`src/rtl/cdi_video_pkg.sv`:
```
// rtl/cdi_video_pkg.sv - shared video types: line fetch states and VRAM address width
package cdi_video_pkg;

  localparam int VRAM_ADDR_W = 22;

  typedef enum logic [1:0] {
    IDLE  = 2'd0,
    FETCH = 2'd1,
    DRAIN = 2'd2
  } line_fetch_state_t;

endpackage

```
`src/rtl/line_fetch_if.sv`:
```
// rtl/line_fetch_if.sv - memory read handshake and pixel pop port of line_fetch
interface line_fetch_if
  import cdi_video_pkg::*;
#(
  parameter int ADDR_W = VRAM_ADDR_W
);
  logic              mem_req;
  logic [ADDR_W-1:0] mem_addr;
  logic              mem_ack;
  logic [15:0]       mem_data;
  logic              pix_pop;
  logic [15:0]       pix_data;
  logic              pix_valid;
  logic              underrun;

  modport master (
    output mem_req, mem_addr, pix_data, pix_valid, underrun,
    input  mem_ack, mem_data, pix_pop
  );

  modport slave (
    input  mem_req, mem_addr, pix_data, pix_valid, underrun,
    output mem_ack, mem_data, pix_pop
  );
endinterface

```
`src/rtl/line_fifo.sv`:
```
// rtl/line_fifo.sv - show-ahead synchronous FIFO with flush; head reads 0 when empty
module line_fifo #(
  parameter int DEPTH = 16,
  parameter int W     = 16
) (
  input  logic                   clk,
  input  logic                   reset_n,
  input  logic                   push,
  input  logic                   pop,
  input  logic                   flush,
  input  logic [W-1:0]           push_data,
  output logic [W-1:0]           head_data,
  output logic [$clog2(DEPTH):0] count
);
  localparam int AW = $clog2(DEPTH);
  localparam logic [AW:0] FULL = (AW + 1)'(DEPTH);

  logic [W-1:0]  mem_q [DEPTH];
  logic [AW-1:0] wr_ptr_q, wr_ptr_d, rd_ptr_q, rd_ptr_d;
  logic [AW:0]   count_q, count_d;
  logic          do_push, do_pop;

  always_comb begin
    do_pop   = pop && !flush && (count_q != '0);
    do_push  = push && !flush && ((count_q != FULL) || do_pop);
    wr_ptr_d = wr_ptr_q + AW'(do_push);
    rd_ptr_d = rd_ptr_q + AW'(do_pop);
    count_d  = count_q + (AW + 1)'(do_push) - (AW + 1)'(do_pop);
    if (flush) begin
      wr_ptr_d = '0;
      rd_ptr_d = '0;
      count_d  = '0;
    end
  end

  always_ff @(posedge clk or negedge reset_n) begin
    if (!reset_n) begin
      wr_ptr_q <= '0;
      rd_ptr_q <= '0;
      count_q  <= '0;
    end else begin
      wr_ptr_q <= wr_ptr_d;
      rd_ptr_q <= rd_ptr_d;
      count_q  <= count_d;
    end
  end

  // Storage needs no reset: count gates every read of it.
  always_ff @(posedge clk) begin
    if (do_push) mem_q[wr_ptr_q] <= push_data;
  end

  assign head_data = (count_q != '0) ? mem_q[rd_ptr_q] : '0;
  assign count     = count_q;
endmodule

```
`src/rtl/line_fetch.sv`:
```
// rtl/line_fetch.sv - per-line video word prefetcher into a pixel FIFO
// LINE_FETCH_STATS_EN adds a saturating per-frame underrun counter.
module line_fetch
  import cdi_video_pkg::*;
#(
  parameter int DEPTH  = 16,
  parameter int ADDR_W = VRAM_ADDR_W
) (
  input  logic              clk,
  input  logic              reset_n,
  input  logic              new_frame,
  input  logic              new_line,
  input  logic [8:0]        first_line,
  input  logic [8:0]        num_lines,
  input  logic [ADDR_W-1:0] frame_base,
  input  logic [8:0]        line_words,
  input  logic [9:0]        line_stride,
  line_fetch_if.master      bus,
  output logic              busy,
  output logic [15:0]       underrun_count
);
  localparam int CW = $clog2(DEPTH) + 1;

  line_fetch_state_t state_q, state_d;
  logic [8:0]        line_cnt_q, line_cnt_d, remaining_q, remaining_d;
  logic [8:0]        pend_words_q, pend_words_d;
  logic [ADDR_W-1:0] line_addr_q, line_addr_d, addr_q, addr_d;
  logic [ADDR_W-1:0] pend_addr_q, pend_addr_d, start_addr;
  logic              req_q, req_d, underrun_q, underrun_d, pend_vis_q, pend_vis_d;
  logic              flush, acked, outstanding, start_go, push;
  logic [9:0]        vis_end;
  logic [CW-1:0]     fifo_count;

  line_fifo #(.DEPTH(DEPTH), .W(16)) u_fifo (
    .clk       (clk),
    .reset_n   (reset_n),
    .push      (push),
    .pop       (bus.pix_pop),
    .flush     (flush),
    .push_data (bus.mem_data),
    .head_data (bus.pix_data),
    .count     (fifo_count)
  );

  always_comb begin
    flush       = new_line | new_frame;
    acked       = req_q & bus.mem_ack;
    outstanding = req_q & ~bus.mem_ack;

    line_cnt_d = line_cnt_q;
    if (new_frame)                           line_cnt_d = '0;
    else if (new_line && line_cnt_q != '1)   line_cnt_d = line_cnt_q + 9'd1;

    vis_end    = {1'b0, first_line} + {1'b0, num_lines};
    start_go   = (line_cnt_d >= first_line) && ({1'b0, line_cnt_d} < vis_end) &&
                 (line_words != '0);
    start_addr = new_frame ? frame_base : line_addr_q;

    line_addr_d = start_addr;
    if (flush && start_go) line_addr_d = start_addr + ADDR_W'(line_stride);

    state_d      = state_q;
    req_d        = req_q;
    addr_d       = addr_q;
    remaining_d  = remaining_q;
    pend_vis_d   = pend_vis_q;
    pend_words_d = pend_words_q;
    pend_addr_d  = pend_addr_q;
    push         = 1'b0;
    underrun_d   = bus.pix_pop && (fifo_count == '0) && !flush;

    if (flush) begin
      // A request still in flight must be acked before the new line may fetch.
      if (outstanding) begin
        state_d      = DRAIN;
        pend_vis_d   = start_go;
        pend_words_d = line_words;
        pend_addr_d  = start_addr;
      end else if (start_go) begin
        state_d     = FETCH;
        remaining_d = line_words;
        addr_d      = start_addr;
        req_d       = 1'b1;
      end else begin
        state_d = IDLE;
        req_d   = 1'b0;
      end
    end else begin
      case (state_q)
        FETCH: begin
          push = acked;
          if (acked) begin
            remaining_d = remaining_q - 9'd1;
            addr_d      = addr_q + ADDR_W'(1);
          end
          if (!outstanding) begin
            req_d = (remaining_d != '0) && ((fifo_count + CW'(push)) < CW'(DEPTH));
            if (remaining_d == '0) state_d = IDLE;
          end
        end
        DRAIN: begin
          if (acked) begin
            if (pend_vis_q) begin
              state_d     = FETCH;
              remaining_d = pend_words_q;
              addr_d      = pend_addr_q;
              req_d       = 1'b1;
            end else begin
              state_d = IDLE;
              req_d   = 1'b0;
            end
          end
        end
        default: req_d = 1'b0;
      endcase
    end
  end

  always_ff @(posedge clk or negedge reset_n) begin
    if (!reset_n) begin
      state_q      <= IDLE;
      line_cnt_q   <= '0;
      line_addr_q  <= '0;
      remaining_q  <= '0;
      addr_q       <= '0;
      req_q        <= 1'b0;
      underrun_q   <= 1'b0;
      pend_vis_q   <= 1'b0;
      pend_words_q <= '0;
      pend_addr_q  <= '0;
    end else begin
      state_q      <= state_d;
      line_cnt_q   <= line_cnt_d;
      line_addr_q  <= line_addr_d;
      remaining_q  <= remaining_d;
      addr_q       <= addr_d;
      req_q        <= req_d;
      underrun_q   <= underrun_d;
      pend_vis_q   <= pend_vis_d;
      pend_words_q <= pend_words_d;
      pend_addr_q  <= pend_addr_d;
    end
  end

  assign bus.mem_req   = req_q;
  assign bus.mem_addr  = addr_q;
  assign bus.pix_valid = (fifo_count != '0);
  assign bus.underrun  = underrun_q;
  assign busy          = (state_q != IDLE);

`ifdef LINE_FETCH_STATS_EN
  logic [15:0] urc_q, urc_d;

  always_comb begin
    urc_d = urc_q;
    if (new_frame)                          urc_d = {15'd0, underrun_d};
    else if (underrun_d && urc_q != '1)     urc_d = urc_q + 16'd1;
  end

  always_ff @(posedge clk or negedge reset_n) begin
    if (!reset_n) urc_q <= '0;
    else          urc_q <= urc_d;
  end

  assign underrun_count = urc_q;
`else
  assign underrun_count = '0;
`endif
endmodule

```
`src/flat_wrapper.sv`:
```
// flat-port wrapper written by rule: the top's interface ports become plain ports
module line_fetch_flat import cdi_video_pkg::*;
#(
  parameter int DEPTH  = 16,
  parameter int ADDR_W = VRAM_ADDR_W
)
  (clk, reset_n, new_frame, new_line, first_line, num_lines, frame_base, line_words, line_stride, busy, underrun_count, bus_mem_req, bus_mem_addr, bus_pix_data, bus_pix_valid, bus_underrun, bus_mem_ack, bus_mem_data, bus_pix_pop);
  line_fetch_if #(.ADDR_W(ADDR_W)) bus_i ();
  input  logic clk;
  input  logic reset_n;
  input  logic new_frame;
  input  logic new_line;
  input  logic [8:0] first_line;
  input  logic [8:0] num_lines;
  input  logic [ADDR_W-1:0] frame_base;
  input  logic [8:0] line_words;
  input  logic [9:0] line_stride;
  output logic busy;
  output logic [15:0] underrun_count;
  output wire logic [$bits(bus_i.mem_req)-1:0] bus_mem_req;
  output wire logic [$bits(bus_i.mem_addr)-1:0] bus_mem_addr;
  output wire logic [$bits(bus_i.pix_data)-1:0] bus_pix_data;
  output wire logic [$bits(bus_i.pix_valid)-1:0] bus_pix_valid;
  output wire logic [$bits(bus_i.underrun)-1:0] bus_underrun;
  input wire logic [$bits(bus_i.mem_ack)-1:0] bus_mem_ack;
  input wire logic [$bits(bus_i.mem_data)-1:0] bus_mem_data;
  input wire logic [$bits(bus_i.pix_pop)-1:0] bus_pix_pop;
  assign bus_mem_req = bus_i.mem_req;
  assign bus_mem_addr = bus_i.mem_addr;
  assign bus_pix_data = bus_i.pix_data;
  assign bus_pix_valid = bus_i.pix_valid;
  assign bus_underrun = bus_i.underrun;
  assign bus_i.mem_ack = bus_mem_ack;
  assign bus_i.mem_data = bus_mem_data;
  assign bus_i.pix_pop = bus_pix_pop;
  line_fetch #(.DEPTH(DEPTH), .ADDR_W(ADDR_W)) u_core (.clk(clk), .reset_n(reset_n), .new_frame(new_frame), .new_line(new_line), .first_line(first_line), .num_lines(num_lines), .frame_base(frame_base), .line_words(line_words), .line_stride(line_stride), .bus(bus_i), .busy(busy), .underrun_count(underrun_count));
endmodule
```
`config.mk`:
```
export PLATFORM = sky130hd
export DESIGN_NAME = line_fetch_flat
export DESIGN_NICKNAME = d
export VERILOG_FILES = /design/src/rtl/cdi_video_pkg.sv /design/src/rtl/line_fetch_if.sv /design/src/rtl/line_fifo.sv /design/src/rtl/line_fetch.sv /design/src/flat_wrapper.sv
export SDC_FILE = /design/constraint.sdc
export NUM_CORES = 1
export LEC_CHECK = 0
export BUFFER_PORTS_ARGS = -buffer_cell sky130_fd_sc_hd__buf_2
export CAP_MARGIN = 30
export CORE_AREA = 2 2 240 242
export CTS_CLUSTER_DIAMETER = 80
export CTS_CLUSTER_SIZE = 8
export DETAILED_ROUTE_END_ITERATION = 10
export DIE_AREA = 0 0 242 244
export HOLD_SLACK_MARGIN = 0.1
export PLACE_DENSITY = 0.46
export REMOVE_ABC_BUFFERS = 1
export SYNTH_ARGS = -nofsm -noshare
export SYNTH_HDL_FRONTEND = slang
export SYNTH_SLANG_ARGS = --single-unit
```
`constraint.sdc`:
```
create_clock -name clk -period 4.6 [get_ports clk]
set_input_delay 0.23 -clock clk [delete_from_list [all_inputs] [get_ports clk]]
set_output_delay 0.23 -clock clk [all_outputs]
set_load 0.005 [all_outputs]
```
======== Yosys cells after proc, flatten, opt, wreduce, memory -nomap -nowiden ========
Memories as Yosys holds them, arrays and structs flattened.
Cells that the tools add are included.
W data, S select, Z words.
operators by class
  add/subtract/negate cells ............... 10
  $mul .................................... 0
  div/mod/pow operators ................... 0
  magnitude comparators ................... 3
  equal/unequal tests ..................... 12
  shift operators ......................... 0
  mux-type cells .......................... 43
  bitwise gates (word level) .............. 4
  reduce and logical (&&, ||, !) cells .... 25
operators by type and width
  kind                     number
  $mux W22                 8
  $mux W9                  10
  $pmux W22 S2             1
  $add A22 B1 Y22 const B  1
  $add A22 B10 Y22         1
  $pmux W9 S2              1
  $reduce_bool A9 Y1       2
  $mux W16                 1
  $mux W1                  12
  $ne A3 B1 Y1 const B     4
  $logic_and A1 B1 Y1      11
  $add A5 B1 Y5            2
  $add A9 B9 Y10           1
  $lt A9 B10 Y1            1
  $mux W2                  5
  $add A9 B1 Y9 const B    1
  $ge A9 B9 Y1             1
  $logic_not A9 Y1         1
  $ne A9 B9 Y1 const B     1
  $sub A9 B1 Y9 const B    1
  $add A4 B1 Y4            2
  $mux W4                  2
  $ne A2 B2 Y1 const B     3
  $reduce_and A6 Y1        1
  other kinds (22)         23
word-level totals
  flip-flop bits (word level) ............. 111
  bits in latches ......................... 0
  RAM bits ................................ 256
  ROM bits ................................ 0
  input port bits ......................... 81
  output and inout bits ................... 58
  word-level logic and storage cells ...... 111
  memories ................................ 1
memory list
  name                 depth  width  rd ports  clocked after memory_dff  wr ports  RTL line         text
  u_core.u_fifo.mem_q  16     16     1         0                         1         line_fifo.sv:18  logic [W-1:0] mem_q [DEPTH];

======== Logic depth before layout (Yosys ltp) ========
  depth after elaboration ................. 10
  mapped depth ............................ 21
  mapped depth without buffers ............ 20

======== By module ========
Synthesis repeated with hierarchy kept, for this count alone.
second synthesis, totals
  cells, all modules ...................... 1288
  area total of the unflattened synthesis .. 17390.4 µm²
by module, submodules not included
  module      times used  cells each  area an instance (µm²)  sequential area each (µm²)
  line_fifo   1           513         10612.7                 8012.7
  line_fetch  1           775         6777.8                  2452.4

======== Worst setup path before layout ========
OpenSTA, ideal clock, no wires.
  path type ............................... input -> register
  start point ............................. input first_line[0]
  end point ............................... register u_core.addr_q[10], in the netlist u_core.bus.mem_addr[10]
  library setup time ...................... 0.125 ns
  data arrival time ....................... 3.738 ns
  data required time ...................... 4.475 ns
  setup slack ............................. 0.737 ns
  stages .................................. 20
  buffers on the path ..................... 1
  path through ............................ ha_1 -> inv_1 -> fa_1 -> nor2b_1 -> o21ai_0 -> nand2_1 -> a21o_1 -> a21o_1 -> a21o_1 -> a21oi_1 -> xor2_1 -> ha_1 -> nand3_1 -> or3_1 -> a222oi_1 -> o21ai_2 -> a32oi_2 -> nand2_2 -> buf_6 -> mux2_4
between the ends
  longest elaborated chain between the ends .. 6
  elaborated cells between the ends (all ways) .. 7
  those cells by class .................... add/sub: 1; order compare: 2; eq/ne: 1; reduce/logical: 3
RTL lines
  item                                    RTL line            text
  start: declaration                      flat_wrapper.sv:13  input logic [8:0] first_line;
  $add A9 B9 Y10                          line_fetch.sv:54    vis_end = {1'b0, first_line} + {1'b0, num_lines};
  $lt A9 B10 Y1                           line_fetch.sv:55    start_go = (line_cnt_d >= first_line) && ({1'b0, line_cnt_d} < vis_end) &&
  $logic_and A1 B1 Y1 (*) (2 in a row)    line_fetch.sv:55
  $ne A2 B2 Y1 (no source line) (*)       --
  $reduce_and A6 Y1 (no source line) (*)  --
  end signal: assignment                  line_fetch.sv:136   addr_q <= addr_d;
  end: declaration                        line_fetch.sv:27    logic [ADDR_W-1:0] line_addr_q, line_addr_d, addr_q, addr_d;
Mark *: on every way between the ends. The rest lies on a longest branch, timed or not.
A chain may end at the register's enable or synchronous reset.

======== Worst setup path in the final report ========
  start point ............................. register u_core.line_cnt_q[0]
  end point ............................... register u_core.line_addr_q[0]
between the ends
  longest elaborated chain between the ends .. 9
  elaborated cells between the ends (all ways) .. 11
  those cells by class .................... add/sub: 1; order compare: 2; eq/ne: 1; mux: 3; reduce/logical: 4
RTL lines
  item                                                                   RTL line           text
  start: declaration                                                     line_fetch.sv:25   logic [8:0] line_cnt_q, line_cnt_d, remaining_q, remaining_d;
  start signal: assignment                                               line_fetch.sv:133  line_cnt_q <= line_cnt_d;
  parallel branches: the longest is 2 deep, another holds $add A9 B1 Y9  --
  $mux W9 (*)                                                            line_fetch.sv:52   else if (new_line && line_cnt_q != '1) line_cnt_d = line_cnt_q + 9'd1;
  $mux W9 (*)                                                            line_fetch.sv:51   if (new_frame) line_cnt_d = '0;
  net u_core.line_cnt_d[6]                                               line_fetch.sv:25
  $lt A9 B10 Y1 or $ge A9 B9 Y1 (tied branches)                          line_fetch.sv:55
  $logic_and A1 B1 Y1 (*) (2 in a row)                                   line_fetch.sv:55
  $logic_and A1 B1 Y1 (*)                                                line_fetch.sv:60   if (flush && start_go) line_addr_d = start_addr + ADDR_W'(line_stride);
  $mux W22 (*)                                                           line_fetch.sv:60
  net u_core.line_addr_d[0]                                              line_fetch.sv:27
  end signal: assignment                                                 line_fetch.sv:134  line_addr_q <= line_addr_d;
  end: declaration                                                       line_fetch.sv:27
Mark *: on every way through the listed nets, which the timed path passes.

==> flow_summary.toml <==
[setup_path]
rrSetupSlack_ns = 0.32
reg2regPathDepth = 18
crit_fanout = 20
required_ns = 5.13
startpoint_type = "flop"
critPathKind = "reg2reg"
r2r_end = "u_core.line_addr_q[0]$_DFF_PN0_"
r2r-start = "u_core.line_cnt_q[0]$_DFF_PN0_"
worstPathArrival_ns = 4.81
worst_setup_path_end_kind = "flop"

[cts]
clk_path_buf_depth = 3
clk_latency_ns = 0.60
cts_buffers = 53
cts_tree = "done"
clk_pin_slew_ns = 0.05
clock-root-buffer = "clkbuf_16"
cts.sinks = 367
cts_max_level = 2

[route]
dr.pass1.iters = 5
drt_iter0_markers = 639
wirelength_mm = 44.9
detail_route.wl_per_cell_um = 19.9
drc_errors = 0
postRouteAntennaNets = 0
vias_per_cell = 4.87
vias = 11000

[synth]
yosysWarnings = 0
syn-cell-area_sq_um = 17400
syn_avg_cell_area_sq_um = 13.8
ys_seq_area_frac = 0.603
muxShareOfSynthArea = 0.134
yosys-top-cells-area = "edfxtp_1, dfrtp_1, mux4_2"
synthAdderAreaFrac = 0.0402
synth_xor_area_frac = 0.0268
syn_inst = 1254
synth_seq_cells = 367
synthFlopType = "edfxtp_1"
synth_top_family_by_area = "multiplexers"
yosys.area_share.simple = 0.0960
synth-compound-area-share = 0.0694
synth_top_cell_by_area = "edfxtp_1"
async_reset_ff_frac = 0.302
yosysTopAreaCellShare = 0.443
synth_edf_count = 256
synth_cell_types = 78

[timing]
relSlewSlack = 0.415
finClkSkew_ns = 0.0318
hold_viol_final = 0
slew_violations = 0
layout_worst_path_cycle_share = 0.931
fin_crit_ns = 4.28
setup_viol = 0
rsz0062_at_grt = "yes"
max_freq_mhz = 234
tns_ns = 0
tightest_slew_ns = 0.874

[global_routing]
grt_start_max_net_pins = 112
overflow = 0
first_global_vias = 11400
grt_usage = 0.154
antenna_found_initial = 3
grt_pass1_wl_mm = 69.7

[run]
max_cap_violations = 0

[die]
start_util = 0.309
io_pins = 139
coreArea_sq_um = 56200
fp.dieArea_sq_um = 59000
fp-row-count = 87
die_y_um = 244
die_x_um = 242

[worst_hold_path]
min-delay-start = "frame_base[1]"
hold_depth = 3
hp-class = "in2reg"
min_to = "u_core.line_addr_q[1]$_DFF_PN0_"

[status]
status = "complete, no violations"

[cells_and_area]
antenna_cells = 0
layout_common_cells = "edfxtp_1, buf_2, nand2_1, dfrtp_1, mux4_2"
fin_nets = 1600
drive_gt1_frac = 0.239
syn_to_final_growth_pct = 21.9
final_common_cell = "edfxtp_1"

[placed_design]
gp_congestion = 0.791
port_buffers = 122
hpwl_mm = 28.5

[power_and_ir_drop]
cellPowerDensity_nw_per_um2 = 386
power.total_mw = 8.16
peakVddDrop_mv = 0.274
p_leak_nw = 8.03
-- worst max-delay path, stage by stage, from the launching register on --
cell and delay, ns:
dfrtp_1 0.40, ha_1 0.26, nand3_1 0.09, nor2_1 0.04, ha_1 0.22, nor2_1 0.27
nand4_1 0.16, xor2_1 0.16, nor2_1 0.10, ha_1 0.33, nand3_1 0.09, or3_1 0.36
a222oi_1 0.47, o21ai_4 0.20, nand2_2 0.14, buf_12 0.17, nor2_1 0.06, a21oi_1 0.11
dlygate4sd3_1 0.56
-- sequential cells by signal, indices dropped and copies added, names as in the netlist, 2 cells and up --
signal                  flops
u_core.u_fifo.wr_ptr_q      4
u_core.u_fifo.mem_q       256
u_core.pend_words_q         9
u_core.state_q              2
u_core.remaining_q          9
u_core.line_addr_q         22
u_core.pend_addr_q         22
u_core.u_fifo.rd_ptr_q      4
u_core.u_fifo.count         5
u_core.line_cnt_q           9
u_core.bus.mem_addr        22
-- kinds of logic (layout without fill, tap and decap cells) --
group                    Yosys count  in the layout
flip-flops                       367            367
AND/OR/NAND/NOR                  346            346
AO/OA/AOI/OAI                    187            187
multiplexers                     127            127
buffers and inverters            119            352
adder cells (fa/ha/maj)           54             54
XOR/XNOR                          53             53
other                              1             16
-- how the worst max path moves through the flow --
stage,depth (start not counted),end,from,slack [ns]
after floorplan,19,u_core.bus.mem_addr[10]$_DFFE_PN0P_,first_line[0],0.41
after global placement,20,u_core.bus.mem_addr[4]$_DFFE_PN0P_,first_line[0],0.03
after detailed placement,20,u_core.bus.mem_addr[8]$_DFFE_PN0P_,first_line[0],-0.03
after CTS,19,u_core.line_addr_q[0]$_DFF_PN0_,u_core.line_cnt_q[0]$_DFF_PN0_,0.16
after global routing,19,u_core.line_addr_q[0]$_DFF_PN0_,u_core.line_cnt_q[0]$_DFF_PN0_,-0.008
final,18,u_core.line_addr_q[0]$_DFF_PN0_,u_core.line_cnt_q[0]$_DFF_PN0_,0.32
-- stage by stage --
step                hold WS, ns  cell area (sq um)   util  cells  setup slack [ns]
global route              0.144              21200  0.377   2258          -0.00847
floorplan               -0.0656              17100      -   1196             0.412
CTS                       0.103              21100  0.376   2256             0.164
finish                    0.130              21200  0.377   2258             0.319
global placement          0.386              19000  0.339   2114            0.0298
detailed placement        0.379              19000  0.339   2114           -0.0302
-- what timing repair did --
| item | 4_1_cts | 5_1_grt |
|---|---|---|
| resized for setup | 0 | 6 |
| hold endpoints to repair | 427 | 0 |
| setup endpoints to repair | 0 | 18 |
| buffers inserted | 0 | 2 |
| hold buffers | 50 | 0 |
-- final cells by class --
type	count	area (sq um)
fill	5462	35000
timing repair buffer	214	1480
multi-input combinational	783	6500
clock buffer	86	1460
sequential	367	10500
clock inverter	6	126
inverter	46	173
tap	756	946
-- routing by layer --
metal | routed length (um) | GRT usage | vias to the layer above | part of all wire
met3 | 1930 | 0.0279 | 72 | 0.043
met1 | 20000 | 0.203 | 5529 | 0.45
met2 | 22100 | 0.261 | 243 | 0.49
li1 | - | - | 5136 | -
met4 | 909 | 0.0403 | 6 | 0.020
met5 | 34 | 0 | - | 0.00076
-- power by group --
part	internal [mW]	total [mW]	switching, mW
clock	2.22	3.71	1.48
combinational	0.311	0.676	0.364
sequential	3.66	3.78	0.119
total	6.19	8.16	1.97
-- Yosys cell counts, types with 3 or more instances --
cell	n
a21oi_2	4
mux2_2	5
xnor2_1	20
edfxtp_1	256
nor3b_1	4
clkbuf_1	35
and3_1	9
mux4_2	80
o41ai_1	3
ha_1	51
fa_1	3
nand4_1	16
a22o_1	3
nor2b_1	14
dfrtp_1	111
inv_1	46
xor2_1	33
o211ai_1	6
mux2_1	5
o21ai_0	49
nor4_1	5
and2_1	24
o22ai_1	6
mux2_4	8
a21o_1	9
or3_1	8
a22oi_1	3
a21oi_1	51
buf_4	18
buf_2	4
buf_1	15
or2_2	3
nand2_1	120
a211oi_1	15
nand3_1	26
mux2i_1	29
a31oi_1	7
nand2b_1	6
nor2_1	80
nor3_1	17
(Power assumes the default switching activity.)
